`src/rtl/case_sched_pkg.sv`:
```
// Shared constants and FSM state type for the round-robin case-select scheduler.
package case_sched_pkg;
   localparam int DATA_W = 8;
   localparam int N_REQ  = 4;
   localparam int SEL_W  = 2;

   typedef enum logic [1:0] {
      IDLE,
      ISSUE,
      CAPTURE,
      RESP
   } state_t;
endpackage

```
`src/rtl/rr_arbiter_4.sv`:
```
// Combinational 4-way round-robin pick: first set request at/after i_ptr.
module rr_arbiter_4
   import case_sched_pkg::*;
(
   input  logic [N_REQ-1:0] i_req,
   input  logic [SEL_W-1:0] i_ptr,
   output logic [N_REQ-1:0] o_grant,
   output logic [SEL_W-1:0] o_idx
);

   logic             w_found;
   logic [SEL_W-1:0] w_j;

   always_comb begin
      o_grant = '0;
      o_idx   = '0;
      w_found = 1'b0;
      w_j     = '0;
      for (int k = 0; k < N_REQ; k++) begin
         w_j = i_ptr + SEL_W'(k);
         if (!w_found && i_req[w_j]) begin
            o_grant[w_j] = 1'b1;
            o_idx        = w_j;
            w_found      = 1'b1;
         end
      end
   end

endmodule

```
`src/rtl/case_select_scheduler.sv`:
```
// Shares one case-select datapath among 4 requesters, round-robin.
// Optional completed-transaction counter enabled by macro ISSUE_CNT_EN.
module case_select_scheduler
   import case_sched_pkg::*;
(
   input  logic                    clk,
   input  logic                    Reset,
   input  logic [N_REQ-1:0]        req,
   input  logic [N_REQ*DATA_W-1:0] number_in,
   output logic [N_REQ-1:0]        grant,
   output logic [SEL_W-1:0]        sel,
   output logic [DATA_W-1:0]       number_out,
   input  logic [DATA_W-1:0]       result_in,
   output logic                    res_valid,
   input  logic                    res_ready,
   output logic [SEL_W-1:0]        res_id,
   output logic [DATA_W-1:0]       res_data,
   output logic                    busy,
   output logic [7:0]              issue_cnt,
   output logic                    OV
);

   state_t            r_state;
   logic [SEL_W-1:0]  r_rr_ptr;
   logic [N_REQ-1:0]  r_grant;
   logic [SEL_W-1:0]  r_sel;
   logic [DATA_W-1:0] r_num;
   logic              r_res_valid;
   logic [SEL_W-1:0]  r_res_id;
   logic [DATA_W-1:0] r_res_data;

   logic [N_REQ-1:0]  w_gnt;
   logic [SEL_W-1:0]  w_idx;
   logic              w_hs;

   rr_arbiter_4 u_arb (
      .i_req   (req),
      .i_ptr   (r_rr_ptr),
      .o_grant (w_gnt),
      .o_idx   (w_idx)
   );

   assign w_hs = (r_state == RESP) && r_res_valid && res_ready;

   always_ff @(posedge clk or posedge Reset) begin
      if (Reset) begin
         r_state     <= IDLE;
         r_rr_ptr    <= '0;
         r_grant     <= '0;
         r_sel       <= '0;
         r_num       <= '0;
         r_res_valid <= 1'b0;
         r_res_id    <= '0;
         r_res_data  <= '0;
      end else begin
         r_grant <= '0;
         unique case (r_state)
            IDLE: begin
               if (|req) begin
                  r_grant <= w_gnt;
                  r_sel   <= w_idx;
                  r_num   <= number_in[w_idx*DATA_W +: DATA_W];
                  r_state <= ISSUE;
               end
            end
            ISSUE: r_state <= CAPTURE;
            CAPTURE: begin
               r_res_data  <= result_in;
               r_res_id    <= r_sel;
               r_res_valid <= 1'b1;
               r_state     <= RESP;
            end
            RESP: begin
               if (w_hs) begin
                  r_res_valid <= 1'b0;
                  r_rr_ptr    <= r_res_id + 2'd1;
                  r_state     <= IDLE;
               end
            end
            default: r_state <= IDLE;
         endcase
      end
   end

   assign grant      = r_grant;
   assign sel        = r_sel;
   assign number_out = r_num;
   assign res_valid  = r_res_valid;
   assign res_id     = r_res_id;
   assign res_data   = r_res_data;
   assign busy       = (r_state != IDLE);

`ifdef ISSUE_CNT_EN
   logic [7:0] r_cnt;
   logic       r_ov;

   // OV marks the handshake that rolled the count over to zero
   always_ff @(posedge clk or posedge Reset) begin
      if (Reset) begin
         r_cnt <= '0;
         r_ov  <= 1'b0;
      end else begin
         r_ov <= 1'b0;
         if (w_hs) begin
            r_cnt <= r_cnt + 8'd1;
            r_ov  <= (r_cnt == 8'hFF);
         end
      end
   end

   assign issue_cnt = r_cnt;
   assign OV        = r_ov;
`else
   assign issue_cnt = 8'h00;
   assign OV        = 1'b0;
`endif

endmodule
```
`config.mk`:
```
export PLATFORM = sky130hd
export DESIGN_NAME = case_select_scheduler
export DESIGN_NICKNAME = d
export VERILOG_FILES = /design/src/rtl/case_sched_pkg.sv /design/src/rtl/rr_arbiter_4.sv /design/src/rtl/case_select_scheduler.sv
export SDC_FILE = /design/constraint.sdc
export NUM_CORES = 1
export LEC_CHECK = 0
export BUFFER_PORTS_ARGS = -buffer_cell sky130_fd_sc_hd__buf_2
export CORE_UTILIZATION = 40
export DETAILED_ROUTE_END_ITERATION = 10
export PLACE_DENSITY = 0.67
export SETUP_SLACK_MARGIN = 0.02
export SLEW_MARGIN = 20
export SYNTH_ARGS = -nofsm -noshare
export SYNTH_HDL_FRONTEND = slang
export SYNTH_SLANG_ARGS = --single-unit
```
`constraint.sdc`:
```
create_clock -name clk -period 4.5 [get_ports clk]
set_input_delay 0.45 -clock clk [delete_from_list [all_inputs] [get_ports clk]]
set_output_delay 0.45 -clock clk [all_outputs]
set_load 0.05 [all_outputs]
```
# Word level (Yosys, flattened, before mapping)

Cells that the tools add are included.

Bitwise gates (word level): 3
$lt $le $gt $ge: 8
Mux-type cells: 34
$add $sub $neg: 4
Eq/ne operators: 5
Reduce and logical (&&, ||, !) cells: 20
Shift-type cells: 1

Operator list:

| operator                                                                             | count |
|---|---|
| 32-bit by 6-bit indexed part select with 8-bit output                                | 1 |
| 4-bit 2-to-1 mux                                                                     | 6 |
| 2-bit by 3-bit less-than comparator with 1-bit output (second input constant)        | 4 |
| 1-bit 2-to-1 mux                                                                     | 12 |
| 2-bit 2-to-1 mux                                                                     | 6 |
| 4-bit bitwise OR                                                                     | 3 |
| 1-bit logical AND                                                                    | 9 |
| 1-bit binary-select mux with 2-bit select                                            | 4 |
| 1-bit demux with 2-bit select                                                        | 4 |
| 2-bit by 1-bit greater-or-equal comparator with 1-bit output (second input constant) | 4 |
| 2-bit one-hot mux with 4 select lines                                                | 1 |
| 2-bit AND reduction                                                                  | 4 |
| 2-bit by 1-bit adder with 2-bit output (second input constant)                       | 2 |
| 2-bit adder (second input constant)                                                  | 2 |
| 2-bit == test (second input constant)                                                | 2 |
| 2-bit inequality test (second input constant)                                        | 2 |
| 2-bit nonzero test                                                                   | 2 |
| 4-bit OR reduction                                                                   | 1 |
| 1-bit zero test                                                                      | 3 |
| 2-bit by 1-bit == test with 1-bit output (second input constant)                     | 1 |
| 2-bit zero test                                                                      | 1 |
| 1-bit one-hot mux with 2 select lines                                                | 1 |

Output and inout port bits: 35
Register bits after elaboration: 29

# Longest topological paths before layout

Gate-level depths: netlist of run 1.

Depth after elaboration: 14
Depth in mapped cells: 14

# Hierarchy

From an unflattened synthesis of run 1, not the netlist that was laid out.

Cells, all modules: 149
Area total of the unflattened synthesis: 1855.5 µm²

By module, submodules not included:

| module                | instances | area an instance (µm²) | sequential area each (µm²) | cells an instance |
|---|---|---|---|---|
| case_select_scheduler | 1         | 1416.4                 | 725.7                      | 101 |
| rr_arbiter_4          | 1         | 439.2                  | 0.0                        | 48 |

# Least setup slack after synthesis of run 1

OpenSTA, ideal clock, no wires.

Path type: reg-to-reg
Start: reg r_rr_ptr[0]
End: reg r_num[5] (netlist: number_out[5])
Required time: 4377 ps
Arrival: 3309 ps
Path slack: 1068 ps
Stages on the path, launching flop included: 14
Path buffers: 5
Cells stage by stage: dfrtp_1 -> buf_6 -> clkbuf_1 -> inv_1 -> clkbuf_1 -> clkbuf_1 -> ha_1 -> clkbuf_1 -> mux4_2 -> nor2b_4 -> o21ai_1 -> o21ai_2 -> mux2_2 -> o221a_2

Cells in the longest elaborated chain, start to end: 13
Elaborated cells between the ends (all ways): 25

Ends and longest elaborated chain:

| what                                                                            | line                        | RTL |
|---|---|---|
| start, declared                                                                 | case_select_scheduler.sv:24 | `logic [SEL_W-1:0] r_rr_ptr;` |
| start signal, assigned                                                          | case_select_scheduler.sv:76 | `r_rr_ptr <= r_res_id + 2'd1;` |
| branches (longest 11 deep; another with 2-bit by 1-bit adder with 2-bit output) | -                           |  |
| 2-bit 2-to-1 mux *                                                              | rr_arbiter_4.sv:21          | `if (!w_found && i_req[w_j]) begin` |
| 32-bit by 6-bit indexed part select with 8-bit output *                         | case_select_scheduler.sv:62 | `r_num <= number_in[w_idx*DATA_W +: DATA_W];` |
| end signal, assigned                                                            | case_select_scheduler.sv:62 |  |
| end, declared                                                                   | case_select_scheduler.sv:27 | `logic [DATA_W-1:0] r_num;` |

Mark *: on every way between the ends. The select of a mux whose other input is x is not followed.
A chain may end at the register's enable or synchronous reset.

# Worst setup path in the final report of run 1

Ends and elaborated chain as after synthesis.

==> results.ini, run 1 <==
[cells_and_area]
antenna_cells=0
stdcell_area_mm2=0.00274
syn_to_final_growth_pct=19.1
drive_gt1_frac=0.335
fin_nets=382

[logic_synthesis]
synth_warnings=0
netlist_instances=262
ys.flop_type=dfrtp_1
yosysSeqAreaShare=0.316
syn-cell-area_mm2=0.00230
synth.distinct_cells=52
async_reset_ff_frac=1.00
synth.avg_cell_area_um2=8.78
ys_ff_latch=29
synth_edf_count=0

[placed_design]
routabilityCongestion=0.831
placed_area_mm2=0.00264
dp_hpwl_mm=4.12
numPortBuffers=72

[pwr]
p_leak_nw=1.32
power_density_mw_per_mm2=829
max-vdd-ir-drop_v=0.000448

[cts]
clock_latency_ps=280
cts-root-buf=clkbuf_8
cts_setup_buffers=0
cts_buffers=5
clockBufferDepth=2
cts.sinks=29
cts_max_level=2
ctsResizeCount=0
hold_buffers=0
clkTransAtPathRegs_ps=70
cts_tree=built

[global_route]
met2_usage=0.302
grt_pass1_vias=1971
busiest_layer=met2
use_met1=0.252
gr-usage-met3=0.0529
grt_pass1_wl_mm=9.19
grt_max_degree=40
track_usage=0.195
antenna_found_initial=0
overflow=0

[floorplan]
die-area_mm2=0.00606
die_y_um=77.8
rows=27
core_mm2=0.00554
io_pins=82
die_width_um=77.8
start_util=0.415

[timing]
setup-violations-final=0
rsz0062_at_grt=no
drv_slew=0
finalCritPeriodShare=0.713
hold_viol_final=0
worstMarginPinSlew_ps=626
fmax_mhz=312
fin_crit_ps=3210
finalSetupTns_ps=0
slew_headroom=0.579
finClkSkew_ps=5.22

[setup_path]
start_kind=flip-flop
slowest_stage=o21ai_2
critical_path_class=flip-flop to flip-flop
reg2reg_to=number_out[5]$_DFFE_PP0P_
crit_arrival_ps=3380
critPathRequiredTime_ps=4670
slowest_delay_ps=480
r2r_slack_ps=1290
cp_cell_sequence=buf_4 > inv_1 > buf_4 > ha_1 > mux4_2 > o21ai_2 > o21ai_2 > mux2_2 > o221a_2
reg2reg_from=r_rr_ptr[0]$_DFFE_PP0P_
crit_fanout=39
r2r.worst_path.cells=9
critical_path.endpoint_type=flip-flop

[detailed_routing]
vias=2162
dr.pass1.iters=4
ant_nets=0
via_per_inst=5.45
finalWirelength_mm=5.71
drc=0
routedWlPerCell_um=14.4
drt_iter0_markers=187

[worst_hold_path]
min_path_type=primary input to async pin

[status]
status=finished clean

[flow_run]
maxCapViolations=0

==> synth_stat cells, types with 2 or more instances <==
master	count	share of area
a221oi_1	4	0.015
a221o_1	4	0.017
inv_1	13	0.021
a21oi_1	11	0.024
o21ai_2	2	0.0076
nand2_1	20	0.033
o22ai_1	2	0.0054
a211o_1	2	0.0076
and2_1	6	0.016
a31oi_1	6	0.016
dfrtp_1	29	0.32
buf_2	2	0.0044
mux2_2	15	0.073
mux4_2	2	0.020
buf_4	10	0.033
o21ai_1	2	0.0044
nor3_1	12	0.026
or3_1	2	0.0054
nand2b_1	2	0.0054
o31ai_1	5	0.016
clkbuf_1	13	0.021
nor2_1	21	0.034
nand3_1	10	0.022
buf_6	2	0.0098
mux2i_1	8	0.035
o21ai_0	10	0.022
a211oi_1	3	0.0098
nor2_2	2	0.0054
ha_1	11	0.060
a22oi_1	5	0.016
o21a_1	5	0.016
==> state kept, by name (all words and copies together) (netlist names) <==
name        cells
sel             2
res_valid       1
res_data        8
grant           4
number_out      8
r_rr_ptr        2
res_id          2
r_state         2
==> stage by stage <==
stage / setup WS, ps / instances / hold WS (ps) / power (mW) / util
final: 1290 / 397 / 224 / 2.27 / 0.494
after global routing: 1040 / 397 / 266 / 2.43 / 0.494
after CTS: 1290 / 397 / 237 / 2.28 / 0.494
after detailed placement: 1310 / 389 / 490 / 2.04 / 0.477
after global placement: 1380 / 389 / 485 / 2.02 / 0.477
after floorplan: 1070 / 270 / 500 / 1.75 / -
==> area by class of cell <==
| type | instances | area [um2] |
|---|---|---|
| Multi-Input combinational cell | 200 | 1400 |
| Clock inverter | 2 | 13.8 |
| Tap cell | 72 | 90.1 |
| Inverter | 13 | 48.8 |
| Sequential cell | 29 | 726 |
| Clock buffer | 6 | 82.6 |
| Timing Repair Buffer | 75 | 383 |
| Fill cell | 561 | 2800 |
==> cell usage in the layout, fill, tap and decap left out, types with 8 or more instances in the layout <==
master and instances:
nand2_1 20, mux2i_1 8, nand3_1 10, mux2_2 15
dfrtp_1 29, a21oi_1 11, conb_1 9, inv_1 13
nor2_1 21, o21ai_0 10, ha_1 11, buf_2 72
nor3_1 12
==> routing by layer <==
metal  routed length, um  vias to the layer above
met2                2640                       90
met5                   0                        -
met3                 435                        8
met1                2520                     1009
li1                    -                     1055
met4                 110                        0
==> how the worst max path moves through the flow <==
stage,startpoint,to,slack [ps],cells past startpoint
after detailed placement,r_rr_ptr[0]$_DFFE_PP0P_,number_out[5]$_DFFE_PP0P_,1310,9
after CTS,r_rr_ptr[0]$_DFFE_PP0P_,number_out[5]$_DFFE_PP0P_,1290,9
final,r_rr_ptr[0]$_DFFE_PP0P_,number_out[5]$_DFFE_PP0P_,1290,9
after floorplan,r_rr_ptr[0]$_DFFE_PP0P_,number_out[5]$_DFFE_PP0P_,1070,13
after global placement,r_rr_ptr[0]$_DFFE_PP0P_,number_out[5]$_DFFE_PP0P_,1380,9
after global routing,r_rr_ptr[0]$_DFFE_PP0P_,number_out[2]$_DFFE_PP0P_,1040,10
==> kinds of logic (layout without fill, tap and decap cells) <==
family	count (synthesis)	after routing	synth area share
xor+xnor	1	1	0.00381
simple gates	82	82	0.173
fa+ha+maj	11	11	0.0598
buf+inv	41	96	0.0909
other cells	1	9	0.00163
compound gates	71	71	0.218
mux	26	26	0.138
flops	29	29	0.316
==> power by group <==
part           total, mW  switching [mW]  internal, mW  leakage [nW]
Sequential         0.463          0.0772         0.385         0.348
Clock              0.231           0.107         0.124        0.0512
Combinational       1.58            1.05         0.530         0.918
Total               2.27            1.23          1.04          1.32
==> critical path, delay by kind of cell, from the launching register on <==
family	cells	cell delay [ps]
compound gates	3	880
fa+ha+maj	1	460
flops	1	320
buf+inv	3	660
mux	2	770
Note: power is estimated with default switching activity, not from simulation.
==> run 2: changes to the inputs <==
Settings changed: PLACE_DENSITY 0.67 to 0.69.
Clock period 4.5 ns to 2.7 ns, I/O delays scaled along.
==> run 2 against run 1 <==
Against the previous run: wire length grew 5.1%; sequential share of layout area is 0.91 points lower; worst setup slack worse by 1100 ps; global-route usage rose by 1.5 points; cell count up 2.5%; non-clock buffer count increased by 10; critical path depth is 2 lower; sequential power increased by 69%; core utilization increased by 1.8 points; die area did not move; critical path type unchanged; largest cell class unchanged.
==> results.ini, run 2 (synthesis gave the netlist of run 1 again) <==
[placed_design]
post-place-ws_ps=192
numPortBuffers=72
dp_hpwl_mm=4.43
routabilityCongestion=0.827
placed_area_mm2=0.00274

[flow_run]
maxCapViolations=0

[timing]
finalCritPeriodShare=0.944
holdWs_ps=41.8
fin_crit_ps=2550
drv_slew=0
slew_headroom=0.608
rsz0062_at_grt=yes
worstMarginPinSlew_ps=587
fmax_mhz=392
setup-violations-final=0
finClkSkew_ps=6.19
fin_ws_ps=151
finalSetupTns_ps=0
hold_viol_final=0

[floorplan]
start_util=0.415
core_mm2=0.00554
rows=27
die_y_um=77.8
die_width_um=77.8
io_pins=82
die-area_mm2=0.00606

[cts]
clockBufferDepth=2
cts-root-buf=clkbuf_8
cts_tree=built
cts_buffers=5
hold_buffers=0
clkTransAtPathRegs_ps=70
clock_latency_ps=290
cts.sinks=29
cts_max_level=2

[global_route]
grt_pass1_wl_mm=9.92
grt_max_degree=30
antenna_found_initial=0
track_usage=0.210
overflow=0
grt_pass1_vias=2082

[pwr]
power_density_mw_per_mm2=1400
p_leak_nw=1.37
max-vdd-ir-drop_v=0.000715

[detailed_routing]
finalWirelength_mm=6.00
via_per_inst=5.48
drt_iter0_markers=146
dr.pass1.iters=4
vias=2229
ant_nets=0
routedWlPerCell_um=14.7
drc=0

[cells_and_area]
antenna_cells=0
drive_gt1_frac=0.364
stdcell_area_mm2=0.00284
layout_common_cells=72 x buf_2, 29 x dfrtp_1, 21 x nor2_1
fin_nets=392
syn_to_final_growth_pct=23.3
final_common_cell=buf_2

[setup_path]
critical_path_class=flip-flop to flip-flop
start_kind=flip-flop
critical_path.endpoint_type=flip-flop
crit_arrival_ps=2720
critPathRequiredTime_ps=2880
crit_fanout=8

[status]
status=finished clean

[worst_hold_path]
min_path_type=primary input to async pin

-- run 2: cell count changes in the layout (fill, tap and decap cells not counted), sizes merged --
cell | before | now
buf | 75 | 85
-- run 2: layer usage --
layer	routed length (um)	GRT usage	vias to the layer above
met1	2720	0.271	1059
met3	403	0.0588	11
met4	98	0.0887	0
met2	2780	0.328	83
met5	0	0	-
li1	-	-	1076
-- run 2: timing repair --
item / 4_1_cts / 5_1_grt
setup endpoints to repair: 0 / 1
buffers inserted: 0 / 0
hold endpoints to repair: 0 / 0
gates resized for setup: 0 / 0
-- run 2: worst paths after layout --
| kind | start | slack [ps] | endpoint | cells past startpoint |
|---|---|---|---|---|
| hold / removal | Reset | 40 | number_out[2]$_DFFE_PP0P_ | 3 |
| hold reg to reg | res_data[2]$_DFFE_PP0P_ | 500 | res_data[2]$_DFFE_PP0P_ | 1 |
| max in group asynchronous | Reset | 2370 | number_out[5]$_DFFE_PP0P_ | 3 |
| min in group clk | res_ready | 180 | res_valid$_DFFE_PP0P_ | 2 |
| setup / recovery | r_rr_ptr[0]$_DFFE_PP0P_ | 150 | number_out[5]$_DFFE_PP0P_ | 7 |
| setup reg to reg | r_rr_ptr[0]$_DFFE_PP0P_ | 150 | number_out[5]$_DFFE_PP0P_ | 7 |
-- run 2: cell type report --
type | count | area (um2)
Fill cell | 536 | 2700
Tap cell | 72 | 90.1
Multi-Input combinational cell | 200 | 1420
Sequential cell | 29 | 726
Clock buffer | 6 | 82.6
Clock inverter | 2 | 13.8
Timing Repair Buffer | 85 | 458
Inverter | 13 | 51.3
-- run 2: worst max-delay path, stage by stage, from the launching register on --
cell and delay, ps:
dfrtp_1 550, inv_4 60, ha_4 320, mux4_2 420, o21ai_2 370, o21ai_2 170
mux2_4 320, o221a_2 220
-- run 2: per-stage QoR --
step	cells	util	total power, mW
2_1_floorplan	270	-	3.06
3_3_place_gp	399	0.495	3.54
3_5_place_dp	399	0.495	3.58
4_1_cts	407	0.512	3.98
5_1_grt	407	0.512	4.25
6_report	407	0.512	3.98
-- run 2: power breakdown --
part,internal (mW),total (mW),switching [mW]
clock,0.206,0.391,0.184
combinational,1.01,2.81,1.80
sequential,0.642,0.781,0.139
